--- src/rtl/controle_pkg.sv ---
// Shared definitions for the multi-cycle RV32 sequencer.
// Holds the supported opcodes, the FSM state encoding, the ALU / source-B
// select codes, the instruction class enum and an opcode-to-class decoder.
package controle_pkg;

    localparam logic [6:0] OP_R   = 7'b0110011;
    localparam logic [6:0] OP_LW  = 7'b0000011;
    localparam logic [6:0] OP_SW  = 7'b0100011;
    localparam logic [6:0] OP_BEQ = 7'b1100011;

    typedef enum logic [2:0] {
        ST_IDLE   = 3'd0,
        ST_FETCH  = 3'd1,
        ST_DECODE = 3'd2,
        ST_EXEC   = 3'd3,
        ST_MEM    = 3'd4,
        ST_WB     = 3'd5
    } state_t;

    localparam logic [1:0] ALU_OP_ADD   = 2'b00;
    localparam logic [1:0] ALU_OP_SUB   = 2'b01;
    localparam logic [1:0] ALU_OP_FUNCT = 2'b10;

    localparam logic [1:0] SRCB_RS2  = 2'b00;
    localparam logic [1:0] SRCB_FOUR = 2'b01;
    localparam logic [1:0] SRCB_IMM  = 2'b10;

    typedef enum logic [2:0] {
        CLS_NONE = 3'd0,
        CLS_R    = 3'd1,
        CLS_LW   = 3'd2,
        CLS_SW   = 3'd3,
        CLS_BEQ  = 3'd4
    } class_t;

    // Unsupported opcodes map to CLS_NONE, which DECODE treats as illegal.
    function automatic class_t decode_class(input logic [6:0] op);
        class_t cls;
        case (op)
            OP_R:    cls = CLS_R;
            OP_LW:   cls = CLS_LW;
            OP_SW:   cls = CLS_SW;
            OP_BEQ:  cls = CLS_BEQ;
            default: cls = CLS_NONE;
        endcase
        return cls;
    endfunction

endpackage

--- src/rtl/controle_multiciclo_contador_espera.sv ---
// contador_espera: memory wait counter with terminal-count detect.
// Ports:
//   clk, rst_n  clock / async active-low reset
//   clear_i     synchronous clear (has priority over enable_i)
//   enable_i    count one waiting cycle
//   expired_o   counter currently holds TIMEOUT-1
module contador_espera #(
    parameter int CNT_W   = 5,
    parameter int TIMEOUT = 16
) (
    input  logic clk,
    input  logic rst_n,
    input  logic clear_i,
    input  logic enable_i,
    output logic expired_o
);

    logic [CNT_W-1:0] cnt_q;
    logic [CNT_W-1:0] cnt_d;

    always_comb begin
        cnt_d = cnt_q;
        if (clear_i) begin
            cnt_d = '0;
        end else if (enable_i) begin
            cnt_d = cnt_q + 1'b1;
        end
    end

    always_ff @(posedge clk or negedge rst_n) begin
        if (!rst_n) begin
            cnt_q <= '0;
        end else begin
            cnt_q <= cnt_d;
        end
    end

    assign expired_o = (cnt_q == CNT_W'(TIMEOUT - 1));

endmodule

--- src/rtl/controle_multiciclo.sv ---
// controle_multiciclo: multi-cycle sequencer for an RV32 datapath supporting
// R-type add, lw, sw and beq. Drives datapath strobes and mux selects per state.
// Ports:
//   clk, rst_n      clock / async active-low reset
//   opcode          IR[6:0], valid from DECODE onward
//   mem_ready       memory completion strobe
//   pc_write, pc_write_cond, pc_source, ir_write, i_or_d, mem_read, mem_write,
//   reg_write, mem_to_reg, alu_src_a, alu_src_b, alu_op   datapath controls
//   instr_done      retire pulse
//   illegal_instr   unsupported opcode pulse (DECODE)
//   bus_err         memory wait timeout pulse
//   state_dbg_o     current FSM state
// Memory handshake: a request (mem_read/mem_write with i_or_d) is held stable in
// FETCH/MEM until mem_ready=1 completes it in that same cycle; mem_ready is
// ignored in every other state. If TIMEOUT cycles pass without mem_ready the
// request is dropped, bus_err pulses and the instruction restarts at FETCH.
module controle_multiciclo
    import controle_pkg::*;
#(
    parameter int TIMEOUT = 16,
    parameter int CNT_W   = 5
) (
    input  logic       clk,
    input  logic       rst_n,
    input  logic [6:0] opcode,
    input  logic       mem_ready,
    output logic       pc_write,
    output logic       pc_write_cond,
    output logic       pc_source,
    output logic       ir_write,
    output logic       i_or_d,
    output logic       mem_read,
    output logic       mem_write,
    output logic       reg_write,
    output logic       mem_to_reg,
    output logic       alu_src_a,
    output logic [1:0] alu_src_b,
    output logic [1:0] alu_op,
    output logic       instr_done,
    output logic       illegal_instr,
    output logic       bus_err,
    output logic [2:0] state_dbg_o
);

    state_t state_q, state_d;
    class_t class_q, class_d;
    class_t dec_class;

    logic wait_active;
    logic cnt_expired;
    logic timeout;

    assign dec_class   = decode_class(opcode);
    assign wait_active = (state_q == ST_FETCH) || (state_q == ST_MEM);
    // mem_ready in the expiring cycle completes the access instead of aborting.
    assign timeout     = wait_active && !mem_ready && cnt_expired;

    contador_espera #(
        .CNT_W   (CNT_W),
        .TIMEOUT (TIMEOUT)
    ) u_espera (
        .clk       (clk),
        .rst_n     (rst_n),
        // A timeout re-enters FETCH from FETCH, so it must clear explicitly.
        .clear_i   ((state_d != state_q) || timeout),
        .enable_i  (wait_active && !mem_ready),
        .expired_o (cnt_expired)
    );

    // State register
    always_ff @(posedge clk or negedge rst_n) begin
        if (!rst_n) begin
            state_q <= ST_IDLE;
            class_q <= CLS_NONE;
        end else begin
            state_q <= state_d;
            class_q <= class_d;
        end
    end

    // Next-state logic
    always_comb begin
        state_d = state_q;
        class_d = class_q;
        case (state_q)
            ST_IDLE:   state_d = ST_FETCH;
            ST_FETCH:  state_d = mem_ready ? ST_DECODE : ST_FETCH;
            ST_DECODE: begin
                class_d = dec_class;
                state_d = (dec_class == CLS_NONE) ? ST_FETCH : ST_EXEC;
            end
            ST_EXEC: begin
                case (class_q)
                    CLS_R:          state_d = ST_WB;
                    CLS_LW, CLS_SW: state_d = ST_MEM;
                    default:        state_d = ST_FETCH;
                endcase
            end
            ST_MEM: begin
                if (mem_ready) begin
                    state_d = (class_q == CLS_LW) ? ST_WB : ST_FETCH;
                end else if (timeout) begin
                    state_d = ST_FETCH;
                end
            end
            ST_WB:     state_d = ST_FETCH;
            default:   state_d = ST_IDLE;
        endcase
    end

    // Output decode
    always_comb begin
        pc_write      = 1'b0;
        pc_write_cond = 1'b0;
        pc_source     = 1'b0;
        ir_write      = 1'b0;
        i_or_d        = 1'b0;
        mem_read      = 1'b0;
        mem_write     = 1'b0;
        reg_write     = 1'b0;
        mem_to_reg    = 1'b0;
        alu_src_a     = 1'b0;
        alu_src_b     = SRCB_RS2;
        alu_op        = ALU_OP_ADD;
        instr_done    = 1'b0;
        illegal_instr = 1'b0;
        bus_err       = timeout;
        case (state_q)
            ST_FETCH: begin
                mem_read  = 1'b1;
                alu_src_b = SRCB_FOUR;
                // PC+4 and IR only commit when the fetch actually completes.
                ir_write  = mem_ready;
                pc_write  = mem_ready;
            end
            ST_DECODE: begin
                alu_src_b     = SRCB_IMM;
                illegal_instr = (dec_class == CLS_NONE);
            end
            ST_EXEC: begin
                alu_src_a = 1'b1;
                case (class_q)
                    CLS_R:  alu_op = ALU_OP_FUNCT;
                    CLS_LW, CLS_SW: alu_src_b = SRCB_IMM;
                    CLS_BEQ: begin
                        alu_op        = ALU_OP_SUB;
                        pc_write_cond = 1'b1;
                        pc_source     = 1'b1;
                        instr_done    = 1'b1;
                    end
                    default: alu_src_a = 1'b1;
                endcase
            end
            ST_MEM: begin
                i_or_d     = 1'b1;
                mem_read   = (class_q == CLS_LW);
                mem_write  = (class_q == CLS_SW);
                instr_done = (class_q == CLS_SW) && mem_ready;
            end
            ST_WB: begin
                reg_write  = 1'b1;
                mem_to_reg = (class_q == CLS_LW);
                instr_done = 1'b1;
            end
            default: bus_err = 1'b0;
        endcase
    end

    assign state_dbg_o = state_q;

endmodule

--- config.mk ---
export PLATFORM = sky130hd
export DESIGN_NAME = controle_multiciclo
export DESIGN_NICKNAME = d
export VERILOG_FILES = /design/src/rtl/controle_pkg.sv /design/src/rtl/controle_multiciclo_contador_espera.sv /design/src/rtl/controle_multiciclo.sv
export SDC_FILE = /design/constraint.sdc
export NUM_CORES = 1
export LEC_CHECK = 0
export ABC_AREA = 1
export CORE_MARGIN = 3
export CORE_UTILIZATION = 39
export CTS_CLUSTER_SIZE = 14
export DETAILED_ROUTE_END_ITERATION = 10
export PLACE_DENSITY = 0.79
export SYNTH_ARGS = -nofsm -noshare
export SYNTH_HDL_FRONTEND = slang
export SYNTH_SLANG_ARGS = --single-unit
--- constraint.sdc ---
create_clock -name clk -period 1.64 [get_ports clk]
set_clock_uncertainty 0.2 [all_clocks]
set_input_delay 0.246 -clock clk [delete_from_list [all_inputs] [get_ports clk]]
set_output_delay 0.246 -clock clk [all_outputs]
set_load 0.03 [all_outputs]
==> metrics.md <==
| Metric | Value |
|---|---|
| Rows | 15 |
| Data required time at the worst endpoint | 1190 ps |
| CTS HTree Levels | 1 |
| Die width | 51.6 um |
| Sequential share of the synthesized area | 34.0% |
| Complex-gate fraction of the synthesized area | 9.57% |
| Synth Area in Simple Gates | 38.3% |
| Count of input and output buffers | 29 |
| Vias | 971 |
| Net count of the finished layout | 174 |
| Number of vias per cell after detailed routing | 5.22 |
| Placed wire-length estimate | 1820 um |
| DR pass1 iterations | 4 |
| Final critical delay including setup and external delays | 1980 ps |
| Initial antenna violation count | 0 |
| Average instance area after synthesis | 7.80 um^2 |
| Power share of the sequential group | 17.2% |
| Relative slew margins | 67.4% |
| PnR worst setup slack | -344 ps |
| Proportion of synthesized area in mux cells | 0% |
| Yosys Warn Count | 0 |
| Clock net sink count | 11 |
| Number of pins with negative max-slew slack in the final report | 0 |
| Critical path endpoint category | output port |
| Outcome | complete, but fails checks |
| Area of the die | 2660 um^2 |
| Largest fanout of any net on the critical path | 3 |
| Antenna diode count | 0 |
| Syn Nets | 116 |
| Sequential cell area | 279 um^2 |
| Wire length of the first global-routing pass | 4620 um |
| CTS clock-pin slew for the worst setup and hold paths | 70 ps |
| Switching power summed over all nets | 1.42 mW |
| Power per Cell Area | 1720 nW/um^2 |
| Startpoint type of the worst setup path | flop |
| Clock tree from TritonCTS | done |
| Maximum number of pins on one net before global-route repair | 12 |
| Remaining global-route overflow | 0 |
| Sw Share | 52.1% |
| Instance count after placement with tap cells included | 173 |
| Leakage Power | 0.735 nW |
| Util after Layout | 86.5% |
| Number of setup violations in the final report | 23 |
| Met3 Use GR | 5.44% |
| Insertion delay to the later sink of the worst-skew pair | 270 ps |
| Final critical-path share of the clock period | 121% |
| Netlist area before placement | 811 um^2 |
| CTS Root Buffer Type | sky130_fd_sc_hd__clkbuf_4 |
| Met1 Resource Use GR | 25.9% |
| Data arrival time of the critical path | 1540 ps |
| Bufs on Longest Clock Path | 2 |
| Number of global-route vias before repair | 1036 |
| Met2 Track Usage GR | 43.6% |
| Seq cells post-synth | 11 |
| WL final | 3180 um |
| Instance count of the mapped netlist | 104 |
| Clock share of power | 6.6% |
| Fraction of final layout cells with drive strength greater than 1 | 65.8% |
| Number of CTS-inserted buffers | 3 |
| Area growth from synthesis to layout | 96.3% |
| Total GRT Usage | 23.2% |
| Fillers | 85 |
| Antenna violation net count after detailed routing | 0 |
| Post-synth cell types | 28 |
| Remaining routing DRC violations | 0 |
| Combinational family with the most area after synthesis | simple AND/OR/NAND/NOR gates |
| Detailed Route Iter0 Violations | 18 |
| Reported max-cap violation count | 0 |
| Floorplan Core Area | 1840 um^2 |
| Internal power summed over all cells | 1.31 mW |
| Routed WL per cell | 17.1 um |
| Starting utilization of the core area | 44.1% |
| Multi-input combinational cell area | 639 um^2 |
| Share of the synthesized netlist area taken by xor and xnor gates | 2.16% |
| Hold WC Path Type | input pin to async pin |
| Fin. Hold Viols | 0 |
| I/O pin count | 30 |
| Transition time of the tightest slew-check pin | 487 ps |
| Most utilized layer in the global route result | met2 |
| Worst Path Class, Setup | flop to output port |
| Setup total negative slack | -5770 ps |
| Number of buffers inserted for hold repair after clock tree synthesis | 0 |
| Max VDD drop | 1100 uV |
| Violated checks | setup timing |
| Overall die height | 51.6 um |
| Proportion of power drawn by combinational gates | 76.2% |
| Max frequency | 504 MHz |
| Global placer's final weighted congestion | 0.826 |
| Final instance count without filler cells | 186 |
| Area share of fa/ha/maj cells after synthesis | 3.09% |
| Unrepaired setup endpoints after global routing | true |
| Hold slack | 106 ps |
==> path summary, 6_finish.rpt <==
path	start	to	depth (start not counted)	slack [ps]
max	state_dbg_o[0]	instr_done	7	-340
min	rst_n	u_espera.cnt_q[1]	1	110
max reg2reg	u_espera.cnt_q[0]	u_espera.cnt_q[3]	11	-320
min reg2reg	u_espera.cnt_q[0]	u_espera.cnt_q[0]	2	420
max in group asynchronous	rst_n	state_dbg_o[2]	1	780
min in group clk	u_espera.cnt_q[0]	u_espera.cnt_q[0]	2	420
==> metal layers <==
metal / part of all wire (%) / vias up
li1: - / 451
met1: 41 / 460
met2: 51 / 49
met3: 5.7 / 11
met4: 3.2 / 0
met5: 0 / -
==> cell families after synthesis <==
logic type      after synthesis
fa+ha+maj                     2
flops                        11
buf+inv                      24
simple gates                 55
xor+xnor                      2
compound gates               10
==> cells in the final DEF (no fill, tap or decap), types with 5 or more instances in the layout <==
| cell | netlist | routed |
|---|---|---|
| sky130_fd_sc_hd__nand3_1 | 9 | 6 |
| sky130_fd_sc_hd__nor2_4 | 1 | 6 |
| sky130_fd_sc_hd__nand2_2 | 1 | 8 |
| sky130_fd_sc_hd__clkdlybuf4s50_1 | 0 | 9 |
| sky130_fd_sc_hd__inv_2 | 7 | 9 |
| sky130_fd_sc_hd__buf_6 | 1 | 19 |
| sky130_fd_sc_hd__nand2_1 | 18 | 10 |
| sky130_fd_sc_hd__nor3_4 | 0 | 5 |
| sky130_fd_sc_hd__dfrtp_1 | 11 | 8 |
| sky130_fd_sc_hd__buf_4 | 2 | 24 |
| sky130_fd_sc_hd__inv_1 | 14 | 9 |
==> power by group through the flow <==
stage	clock [mW]	sequential (mW)	combinational, mW
after detailed placement	0	0.452	1.50
after global placement	0	0.444	1.45
after CTS	0.183	0.450	1.86
after global routing	0.200	0.479	2.18
after floorplan	0	0.496	0.935
final	0.180	0.469	2.08
==> cells in the mapped netlist, drive strengths merged <==
library cell	number	area share, %
inv	21	9.7
nand2	20	10
dfrtp	11	34
nor2	11	7.6
nand3	10	6.8
nor3	9	8.6
o21ai	5	3.1
a21oi	3	2.8
buf	3	3.2
ha	2	3.1
nor4	2	2.3
a211o	1	1.1
and3	1	0.77
nand4	1	0.77
nor3b	1	0.93
o211ai	1	2.6
xnor2	1	1.1
xor2	1	1.1
==> final cells by class <==
| type | count | area share (%) |
|---|---|---|
| clock buffers | 4 | 1.65 |
| inverters | 21 | 5.42 |
| multi-input cells | 69 | 40.2 |
| flip-flops and latches | 11 | 17.5 |
| well taps | 25 | 1.97 |
| repair buffers | 56 | 33.3 |
==> state kept, by name (all words and copies together), names as in the netlist <==
| register | count |
|---|---|
| class_q | 3 |
| state_dbg_o | 3 |
| u_espera.cnt_q | 5 |
==> per-stage QoR <==
step	setup slack (ps)	total power, mW	area [um^2]
after floorplan	-389	1.43	908
after global placement	-210	1.90	1290
after detailed placement	-314	1.95	1290
after CTS	-320	2.49	1520
after global routing	-398	2.86	1590
final	-344	2.73	1590
==> critical path, stage by stage, from the launching register on <==
cell and delay (ps):
sky130_fd_sc_hd__dfrtp_2 460, sky130_fd_sc_hd__buf_12 150, sky130_fd_sc_hd__inv_4 60, sky130_fd_sc_hd__nor2_4 50, sky130_fd_sc_hd__inv_4 90, sky130_fd_sc_hd__nor2_4 50, sky130_fd_sc_hd__a211o_4 270, sky130_fd_sc_hd__buf_6 140
==> timing repair <==
action | CTS | global route
pin swaps | 14 | 5
cloned | 0 | 0
buffers inserted | 8 | 3
endpoints found under the hold margin | 0 | 0
resized for setup | 45 | 15
setup endpoints to repair | 26 | 26
Note: power is estimated with default switching activity, not from simulation.
